--- src/rtl/raizing_sndcmd_tx.sv ---
// Sound command transmitter for the 68k side. Commands are queued in a small FIFO,
// then shown on SOUNDLATCH one at a time with a Z80INT pulse and an ack/timeout handshake.
module raizing_sndcmd_tx #(
  parameter int unsigned DEPTH_LOG2  = 2,
  parameter int unsigned INT_PULSE   = 8,
  parameter int unsigned ACK_TIMEOUT = 960000
) (
  input  logic                  CLK96,
  input  logic                  RESET96,
  input  logic                  M68K_WR,
  input  logic                  M68K_RD,
  input  logic                  M68K_A,
  input  logic [7:0]            M68K_DIN,
  output logic [7:0]            M68K_DOUT,
  output logic [7:0]            SOUNDLATCH,
  output logic                  Z80INT,
  input  logic                  SND_ACK,
  output logic                  PENDING,
  output logic [DEPTH_LOG2:0]   LEVEL
);

  localparam int unsigned Depth = 1 << DEPTH_LOG2;
  localparam int unsigned LvlW  = DEPTH_LOG2 + 1;

  typedef enum logic [2:0] {StIdle, StLoad, StInt, StWaitAck, StGap} state_e;

  logic [7:0]            mem_q [Depth];
  logic [DEPTH_LOG2-1:0] wr_ptr_q, rd_ptr_q;
  logic [LvlW-1:0]       level_q;

  state_e      state_q;
  logic [23:0] cnt_q;
  logic        ack_seen_q;
  logic        ovf_q;
  logic        to_q;
  logic        z80int_q;
  logic        pending_q;
  logic [7:0]  soundlatch_q;
  logic [7:0]  dout_q;

  logic       push_req, ctrl_wr, flush, clr_flags;
  logic       fifo_empty, fifo_full;
  logic       push, pop, drop;
  logic [7:0] head;
  logic [2:0] level3;
  logic [7:0] status;

  always_comb begin
    push_req   = M68K_WR & ~M68K_A;
    ctrl_wr    = M68K_WR & M68K_A;
    flush      = ctrl_wr & M68K_DIN[1];
    clr_flags  = ctrl_wr & M68K_DIN[0];
    fifo_empty = (level_q == '0);
    fifo_full  = (level_q == LvlW'(Depth));
    pop        = (state_q == StLoad) & ~fifo_empty;
    // A pop in the same cycle frees the slot, so a full FIFO still accepts the byte.
    push       = push_req & ~flush & (~fifo_full | pop);
    drop       = push_req & ~flush & fifo_full & ~pop;
    head       = mem_q[rd_ptr_q];
    level3     = 3'(level_q);
    status     = {ovf_q, to_q, 2'b00, pending_q, level3};
  end

  always_ff @(posedge CLK96) begin
    if (push) begin
      mem_q[wr_ptr_q] <= M68K_DIN;
    end
  end

  always_ff @(posedge CLK96) begin
    if (RESET96 || flush) begin
      wr_ptr_q <= '0;
      rd_ptr_q <= '0;
      level_q  <= '0;
    end else begin
      if (push) wr_ptr_q <= wr_ptr_q + DEPTH_LOG2'(1);
      if (pop)  rd_ptr_q <= rd_ptr_q + DEPTH_LOG2'(1);
      level_q <= level_q + LvlW'(push) - LvlW'(pop);
    end
  end

  always_ff @(posedge CLK96) begin
    if (RESET96) begin
      dout_q <= 8'h00;
    end else if (M68K_RD) begin
      dout_q <= M68K_A ? soundlatch_q : status;
    end
  end

  always_ff @(posedge CLK96) begin
    if (RESET96) begin
      state_q      <= StIdle;
      cnt_q        <= '0;
      ack_seen_q   <= 1'b0;
      ovf_q        <= 1'b0;
      to_q         <= 1'b0;
      z80int_q     <= 1'b0;
      pending_q    <= 1'b0;
      soundlatch_q <= 8'h00;
    end else begin
      if (clr_flags) begin
        ovf_q <= 1'b0;
        to_q  <= 1'b0;
      end
      if (drop) ovf_q <= 1'b1;

      case (state_q)
        StIdle: begin
          ack_seen_q <= 1'b0;
          cnt_q      <= '0;
          if (!fifo_empty) state_q <= StLoad;
        end
        StLoad: begin
          // The queue can be flushed between IDLE and LOAD; nothing to issue then.
          if (fifo_empty) begin
            state_q <= StIdle;
          end else begin
            soundlatch_q <= head;
            z80int_q     <= 1'b1;
            pending_q    <= 1'b1;
            ack_seen_q   <= SND_ACK;
            cnt_q        <= '0;
            state_q      <= StInt;
          end
        end
        StInt: begin
          if (SND_ACK) ack_seen_q <= 1'b1;
          if (cnt_q == 24'(INT_PULSE - 1)) begin
            z80int_q <= 1'b0;
            cnt_q    <= '0;
            if (ack_seen_q || SND_ACK) begin
              pending_q <= 1'b0;
              state_q   <= StGap;
            end else begin
              state_q <= StWaitAck;
            end
          end else begin
            cnt_q <= cnt_q + 24'd1;
          end
        end
        StWaitAck: begin
          if (SND_ACK) begin
            pending_q <= 1'b0;
            cnt_q     <= '0;
            state_q   <= StGap;
          end else if (cnt_q == 24'(ACK_TIMEOUT - 1)) begin
            to_q      <= 1'b1;
            pending_q <= 1'b0;
            cnt_q     <= '0;
            state_q   <= StGap;
          end else begin
            cnt_q <= cnt_q + 24'd1;
          end
        end
        StGap: begin
          // Two low cycles, then straight into LOAD if work is queued.
          if (cnt_q == 24'd1) begin
            cnt_q      <= '0;
            ack_seen_q <= 1'b0;
            state_q    <= fifo_empty ? StIdle : StLoad;
          end else begin
            cnt_q <= cnt_q + 24'd1;
          end
        end
        default: begin
          state_q <= StIdle;
          cnt_q   <= '0;
        end
      endcase
    end
  end

  assign M68K_DOUT  = dout_q;
  assign SOUNDLATCH = soundlatch_q;
  assign Z80INT     = z80int_q;
  assign PENDING    = pending_q;
  assign LEVEL      = level_q;

endmodule
--- config.mk ---
export PLATFORM = sky130hd
export DESIGN_NAME = raizing_sndcmd_tx
export DESIGN_NICKNAME = d
export VERILOG_FILES = /design/src/rtl/raizing_sndcmd_tx.sv
export SDC_FILE = /design/constraint.sdc
export NUM_CORES = 1
export LEC_CHECK = 0
export ABC_AREA = 1
export BUFFER_PORTS_ARGS = -buffer_cell sky130_fd_sc_hd__buf_2
export CAP_MARGIN = 20
export CORE_MARGIN = 2
export CORE_UTILIZATION = 40
export CTS_CLUSTER_DIAMETER = 60
export DETAILED_ROUTE_END_ITERATION = 16
export PLACE_DENSITY_LB_ADDON = 0.25
export SYNTH_ARGS = -nofsm -noshare
export SYNTH_HDL_FRONTEND = slang
export SYNTH_SLANG_ARGS = --single-unit
export TNS_END_PERCENT = 50
--- constraint.sdc ---
create_clock -name CLK96 -period 2.2 [get_ports CLK96]
set_clock_uncertainty 0.1 [all_clocks]
set_input_delay 0.11 -clock CLK96 [delete_from_list [all_inputs] [get_ports CLK96]]
set_output_delay 0.11 -clock CLK96 [all_outputs]
set_load 0.005 [all_outputs]
== Yosys cells after proc, flatten, opt, wreduce, memory -nomap -nowiden ==
Memories as Yosys holds them, arrays and structs flattened. A register that Yosys moved wholly into a read port is not among the register bits.
Cells that the tools add are included.
Storage, ports and cells
  output and inout bits: 21
  bits in writable memories: 32
  input port bits: 14
  memories kept: 1
  word-level logic and storage cells: 96
  bits in registers: 47
Operators by class
  equal/unequal tests: 15
  multiplexer cells: 36
  bitwise gates (word level): 15
  reductions and logical operators: 13
  add/subtract/negate cells: 5
Memories
  mem_q: depth 4, width 8, rd ports 1, clocked after memory_dff 1, write ports 1, RTL line 27  | logic [7:0] mem_q [Depth];
Operators with widths (number)
  $mux W24: 5
  $pmux W24 S4: 1
  $add A24 B1 Y24 const B: 1
  $eq A24 B1 Y1 const B: 1
  $eq A24 B20 Y1 const B: 1
  $eq A24 B3 Y1 const B: 1
  $mux W1: 18
  $mux W3: 6
  $pmux W3 S5: 1
  $ne A2 B2 Y1 const B: 6
  $and A1 B1 Y1: 9
  $mux W8: 1
  $reduce_and A4 Y1: 2
  $eq A3 B2 Y1 const B: 2
  $eq A3 B3 Y1 const B: 2
  $logic_not A3 Y1: 2
  $not A1 Y1: 5
  $reduce_and A5 Y1: 1
  $add A2 B1 Y2 const B: 2
  $pmux W1 S4: 1
  $reduce_bool A2 Y1: 2
  $reduce_bool A4 Y1: 1
  $add A3 B1 Y3: 1
  $eq A3 B1 Y1 const B: 1
  other kinds (10): 11

== Logic depth before layout (Yosys ltp) ==
Gate-level depths: netlist of the first run.
  word-level depth: 7
  gate-level depth with buffers: 12
  gate-level depth less buffers: 11

== Worst setup path after synthesis of the first run ==
OpenSTA, ideal clock, no wires.
  path type: register to register
  from: reg state_q[2]
  to: reg level_q[2], in the netlist LEVEL[2]
  required time: 1.979 ns
  clock period less this slack: 2.256 ns
  buffers on the path: 1
  slack: -0.056 ns
  stages on the path, launching flop included: 13
  arrival time: 2.036 ns
  setup time: 0.121 ns
  cell sequence: dfxtp_1 > inv_1 > nand3_2 > inv_1 > nand2_1 > inv_1 > buf_4 > ha_1 > inv_1 > ha_1 > fa_1 > o21ai_0 > a21oi_1
On the way
  word-level cells in the longest chain between the ends: 6
RTL lines
  start, declared: RTL line 31  | state_e state_q;
  start signal, assigned: RTL line 92  | state_q <= StIdle;
  start signal, assigned: RTL line 111  | if (!fifo_empty) state_q <= StLoad;
  start signal, assigned: RTL line 116  | state_q <= StIdle;
  $eq A3 B1 Y1 *: RTL line 55  | pop = (state_q == StLoad) & ~fifo_empty;
  $and A1 B1 Y1 *: RTL line 55
  $or A1 B1 Y1: RTL line 57  | push = push_req & ~flush & (~fifo_full | pop);
  $and A1 B1 Y1: RTL line 57
  $add A3 B1 Y3: RTL line 78  | level_q <= level_q + LvlW'(push) - LvlW'(pop);
  $sub A3 B1 Y3 *: RTL line 78
  end signal, assigned: RTL line 78
  end, declared: RTL line 29  | logic [LvlW-1:0] level_q;
Every way passes the cells marked *; elsewhere a longest branch is shown, timed or not.
A chain may end at the register's enable or synchronous reset.

== Worst setup path after layout of the first run ==
  from: reg state_q[1]
  to: reg level_q[2], in the netlist LEVEL[2]
The elaborated chain is that of the path after synthesis.

==> results of run 1 <==
-- flip-flops by register name (all words and copies together) (netlist names) --
signal,count
M68K_DOUT,8
state_q,3
Z80INT,1
ack_seen_q,1
rd_ptr_q,2
SOUNDLATCH,8
wr_ptr_q,2
LEVEL,3
ovf_q,1
to_q,1
cnt_q,24
mem_q,32
PENDING,1
-- routing by layer --
layer  wire length (um)  part of all wire  global-route usage
met2               4670              0.48               0.303
met5                  0                 0                   0
met4                120             0.012              0.0470
met1               4490              0.46               0.238
met3                377             0.039              0.0349
-- power by group --
part / switching (mW) / internal (mW)
clock network: 0.622 / 0.548
logic: 0.783 / 0.462
registers: 0.133 / 1.84
-- final cells by class --
type                    instances  share of cell area
clock inverters                 7              0.0182
clock buffers                   9              0.0254
repair buffers                 60              0.0795
flip-flops and latches         87               0.424
inverters                      59              0.0457
well taps                     136              0.0349
multi-input cells             356               0.372
-- kinds of logic after synthesis --
family,synth area share
AOI/OAI and AO/OA,0.109
buffers and inverters,0.0757
DFF,0.495
and+or+nand+nor,0.257
adders and majority gates,0.0288
xor gates and xnor gates,0.0337
-- synthesized netlist by cell type (6+ instances only) --
cell type and count:
xnor2_1 8, xor2_1 8, dfxtp_1 55, a21oi_1 25
o211ai_1 8, inv_1 57, a31oi_1 9, o21ai_0 36
nor3_1 11, nor2_1 98, edfxtp_1 32, nand3_1 22
nand2_1 96, clkbuf_1 8, nand4_1 6, ha_1 8
-- path summary, 6_finish.rpt --
kind              start            to  slack [ps]  cells past startpoint
max          state_q[1]      LEVEL[2]         130                     10
min             M68K_RD  M68K_DOUT[5]          40                      2
max reg2reg  state_q[1]      LEVEL[2]         130                     10
min reg2reg      Z80INT        Z80INT         370                      2
-- repair_timing --
item / in CTS / in global routing
endpoints found under the hold margin: 33 / 0
setup buffers: 0 / 0
pin swaps: 1 / 3
hold buffers: 9 / 0
endpoints found under the setup margin: 2 / 2
resized for setup: 1 / 10
gates cloned: 0 / 0
-- stage by stage --
stage	instances	area (um2)
floorplan	518	4170
global placement	689	4540
detailed placement	689	4540
CTS	714	4850
global route	714	4880
finish	714	4880
-- worst reg2reg max path, stage by stage, from the launching register on --
cell and delay (ps):
dfxtp_2 340, inv_1 110, nand3_4 100, a21oi_4 170, clkinv_2 70, ha_1 280, inv_1 40, ha_1 180
fa_1 380, o21ai_1 130, a21oi_1 50
==> run_results.csv, run 1 <==
group,metric,value,unit
floorplanning,rows,37,
cells_and_area,n_fill_cell,978,
cells_and_area,n_antenna_cell,0,
worst_setup_path,cpLargestDelayFamily,"adder cells",
timing,fin_ws,133,ps
yosys,ys_ff_latch,87,
placed_design,portBuffers,34,
power_and_ir_drop,p_total,4.39,mW
timing,max_clock_freq,484,MHz
placed_design,hpwlAfterDp,6880,um
timing,slew_viol_final,0,
yosys,netlist_top_cells_area,"dfxtp_1 26%, edfxtp_1 23%, nor2_1 8.8%",
placed_design,finalWeightedCongestion,0.939,
timing,worst_pin_slew,508,ps
yosys,yosysSeqAreaShare,0.495,
cts,clk_latency,360,ps
yosys,synth_edf_count,32,
yosys,syn_inst,518,
worst_setup_path,crit_slowest_cell,"fa_1",
worst_setup_path,crit_arrival,2210,ps
cells_and_area,layout_common_cells,"97 x nor2_1, 95 x nand2_1, 55 x inv_1, 51 x dfxtp_1, 35 x o21ai_0",
yosys,synth_top_area_share,0.264,
global_routing,track_usage,0.180,
yosys,ys_warn_count,0,
power_and_ir_drop,leakagePower,1.98,nW
timing,fin_setup_tns,0,ps
detailed_routing,drcViolationCount,0,
timing,rsz0062_at_grt,"false",
yosys,syn_nets,541,
worst_setup_path,cp_max_fo,4,
cells_and_area,layout_commonest_cell,"nor2_1",
min_path,hold_path.class,"primary input to flip-flop",
timing,period_minus_slack,2070,ps
floorplanning,ios,35,
power_and_ir_drop,peakVddDrop,478,uV
floorplanning,design.core.area,0.0102,mm2
floorplanning,dieArea,0.0112,mm2
detailed_routing,wirelength,9660,um
yosys,synthFlopType,"dfxtp_1",
yosys,ys_async_sr_fraction,0,
floorplanning,die_x,106,um
yosys,synth.largest_area_cell,"dfxtp_1",
run_status,outcome,"finished, final reports clean",
power_and_ir_drop,power_density,900,mW/mm2
detailed_routing,ant_nets,0,
yosys,synth_cell_types,33,
detailed_routing,vias,3506,
cts,cts_made_buffers,9,
run,max-cap-violations,0,
timing,whs,40.2,ps
placed_design,dpl_worst_slack,-35.4,ps
worst_setup_path,path_class,"flip-flop to flip-flop",
timing,setup-violations-final,0,
cts,cts_tree,"built",
floorplanning,initial_core_util,0.407,
cts,clkTransAtPathRegs,90,ps
timing,fin_crit_sh,0.939,
cts,root_buffer,"clkbuf_8",
yosys,avgSynthCellArea,8.04,um2
worst_setup_path,worst_setup_path_end_kind,"flip-flop",
cells_and_area,multi_input_area,0.00182,mm2
worst_setup_path,slowest_delay,380,ps
detailed_routing,vias_per_cell,4.91,
cts,cts.htree.levels,3,
detailed_routing,drt_iter0_markers,228,
cts,cts_sinks,87,
worst_setup_path,cp_cell_sequence,"inv_1 -> nand3_4 -> a21oi_4 -> clkinv_2 -> ha_1 -> inv_1 -> ha_1 -> fa_1 -> o21ai_1 -> a21oi_1",
yosys,syn_area,0.00416,mm2
global_routing,grt_max_degree,18,
cells_and_area,fin_util,0.477,
worst_setup_path,startpoint_type,"flip-flop",
timing,relSlewSlack,0.661,
global_routing,first_global_vias,3392,
cells_and_area,drive_gt1_frac,0.156,
detailed_routing,dr.pass1.iters,4,
detailed_routing,wl_per_cell,13.5,um
global_routing,grt_first_pass_wirelength,16100,um
timing,hold_violations,0,
global_routing,antenna_found_initial,0,
worst_setup_path,critPathBufInv,3,
cells_and_area,area_growth_syn_to_layout,17.1,%
floorplanning,die_y,106,um
worst_setup_path,worstPathRequired,2340,ps
cells_and_area,nNetsFinal,596,
cts,cts_buffer_depth,2,
global_routing,overflow,0,
cells_and_area,sequential_cell_area,0.00207,mm2
No activity file was read; power rests on OpenSTA's default activity.
==> inputs of run 2 (changes only) <==
Settings changed: CAP_MARGIN 20 to default, CORE_UTILIZATION 40 to 54.
==> run_results.csv, run 2 (synthesis results as in run 1) <==
group,metric,value,unit
worst_setup_path,cp_max_fo,4,
timing,slew_viol_final,0,
cts,clkTransAtPathRegs,90,ps
run_status,outcome,"finished, final reports clean",
cts,cts_made_buffers,9,
detailed_routing,dr.pass1.iters,5,
timing,setup-violations-final,0,
power_and_ir_drop,p_sw,1.54,mW
worst_setup_path,crit_arrival,2260,ps
timing,period_minus_slack,2110,ps
timing,max_clock_freq,474,MHz
timing,worst_pin_slew,482,ps
power_and_ir_drop,p_sw_frac,0.350,
detailed_routing,drcViolationCount,0,
floorplanning,rows,32,
worst_setup_path,path_class,"flip-flop to flip-flop",
floorplanning,initial_core_util,0.547,
cts,cts_sinks,87,
global_routing,overflow,0,
cts,cts_buffer_depth,2,
cts,postCtsSetupBuffers,0,
run,max-cap-violations,0,
floorplanning,ios,35,
placed_design,portBuffers,34,
cells_and_area,area_growth_syn_to_layout,16.4,%
global_routing,first_global_vias,3377,
cts,cts_tree,"built",
cells_and_area,n_antenna_cell,0,
power_and_ir_drop,leakagePower,1.99,nW
timing,hold_violations,0,
timing,fin_setup_tns,0,ps
global_routing,antenna_found_initial,0,
worst_setup_path,startpoint_type,"flip-flop",
power_and_ir_drop,clkPwrFrac,0.267,
placed_design,hpwlAfterDp,6680,um
detailed_routing,vias,3553,
timing,relSlewSlack,0.675,
detailed_routing,wirelength,9390,um
cts,cts.htree.levels,3,
cells_and_area,layout_commonest_cell,"nor2_1",
min_path,hold_path.class,"primary input to flip-flop",
timing,fin_crit_sh,0.960,
floorplanning,die_y,91.8,um
detailed_routing,ant_nets,0,
timing,rsz0062_at_grt,"false",
cells_and_area,drive_gt1_frac,0.150,
floorplanning,dieArea,0.00843,mm2
worst_setup_path,worst_setup_path_end_kind,"flip-flop",
cells_and_area,top_regs,"mem_q: 32 flops, cnt_q: 24 flops",
detailed_routing,vias_per_cell,5.21,
global_routing,grt_first_pass_wirelength,15800,um
detailed_routing,drt_iter0_markers,230,
placed_design,finalWeightedCongestion,0.906,
detailed_routing,wl_per_cell,13.8,um
cells_and_area,nNetsFinal,598,
cells_and_area,largest-register,"mem_q",
floorplanning,die_x,91.8,um
power_and_ir_drop,power_density,907,mW/mm2
floorplanning,design.core.area,0.00761,mm2
cells_and_area,layout_common_cells,"98 x nor2_1, 95 x nand2_1, 56 x inv_1, 54 x dfxtp_1, 36 x o21ai_0",
cells_and_area,fin_util,0.637,
power_and_ir_drop,pwr-share-seq,0.446,
global_routing,track_usage,0.235,
power_and_ir_drop,comb_power_share,0.287,
cells_and_area,largest_reg_flops,32,
global_routing,grt_max_degree,18,
cts,root_buffer,"clkbuf_8",
worst_setup_path,worstPathRequired,2350,ps
cells_and_area,n_fill_cell,656,
power_and_ir_drop,peakVddDrop,657,uV
cts,clk_latency,360,ps
power_and_ir_drop,p_int,2.86,mW
## run 2: path summary, 6_finish.rpt
| path | startpoint | slack, ps | cells past startpoint | to |
|---|---|---|---|---|
| setup / recovery | state_q[2] | 90 | 10 | LEVEL[2] |
| hold / removal | RESET96 | 30 | 2 | state_q[1] |
| setup reg to reg | state_q[2] | 90 | 10 | LEVEL[2] |
| hold reg to reg | to_q | 370 | 2 | to_q |
## run 2: power by group through the flow
stage               registers [mW]  logic (mW)  clock network, mW
floorplan                     1.98       0.809                  0
finish                        1.96        1.26               1.17
global placement              1.98        1.18                  0
detailed placement            1.99        1.21                  0
global route                  1.98        1.42               1.27
CTS                           1.95        1.24               1.20
## run 2: metal layers
metal	track usage	wire length, um
met1	0.331	4380
met2	0.369	4350
met3	0.0501	544
met4	0.0647	111
met5	0	0
## run 2: cell type report
cell class                      count  area, um2  share of cell area
Clock buffer                        9        124              0.0256
Clock inverter                      7       86.3              0.0178
Inverter                           59        223              0.0459
Multi-Input combinational cell    356       1820               0.376
Sequential cell                    87       2060               0.426
Tap cell                          102        128              0.0263
Timing Repair Buffer               62        403              0.0831
## run 2: timing repair
item	in CTS	in global routing
hold buffers	9	0
setup endpoints to repair	1	4
gates resized for setup	1	5
pin swaps	0	0
hold endpoints to repair	33	0
## run 2: critical path: stages (launching register included)
cell      delay [ps]
dfxtp_2          340
inv_1            110
nand3_4          110
a21oi_4          180
clkinv_2          70
ha_1             280
inv_1             40
ha_1             180
fa_1             380
o21ai_0          170
a21oi_1           50
## run 2: through the flow
| stage | hold WS [ps] | instances | area, um2 | power [mW] | setup WS (ps) |
|---|---|---|---|---|---|
| after floorplan | 109 | 518 | 4170 | 2.79 | 13.1 |
| after global placement | 222 | 657 | 4510 | 3.16 | 97.8 |
| after detailed placement | 232 | 657 | 4510 | 3.20 | 2.53 |
| after CTS | 21.0 | 682 | 4820 | 4.38 | 66.5 |
| after global routing | 45.0 | 682 | 4850 | 4.66 | 18.2 |
| final | 34.1 | 682 | 4850 | 4.40 | 88.5 |
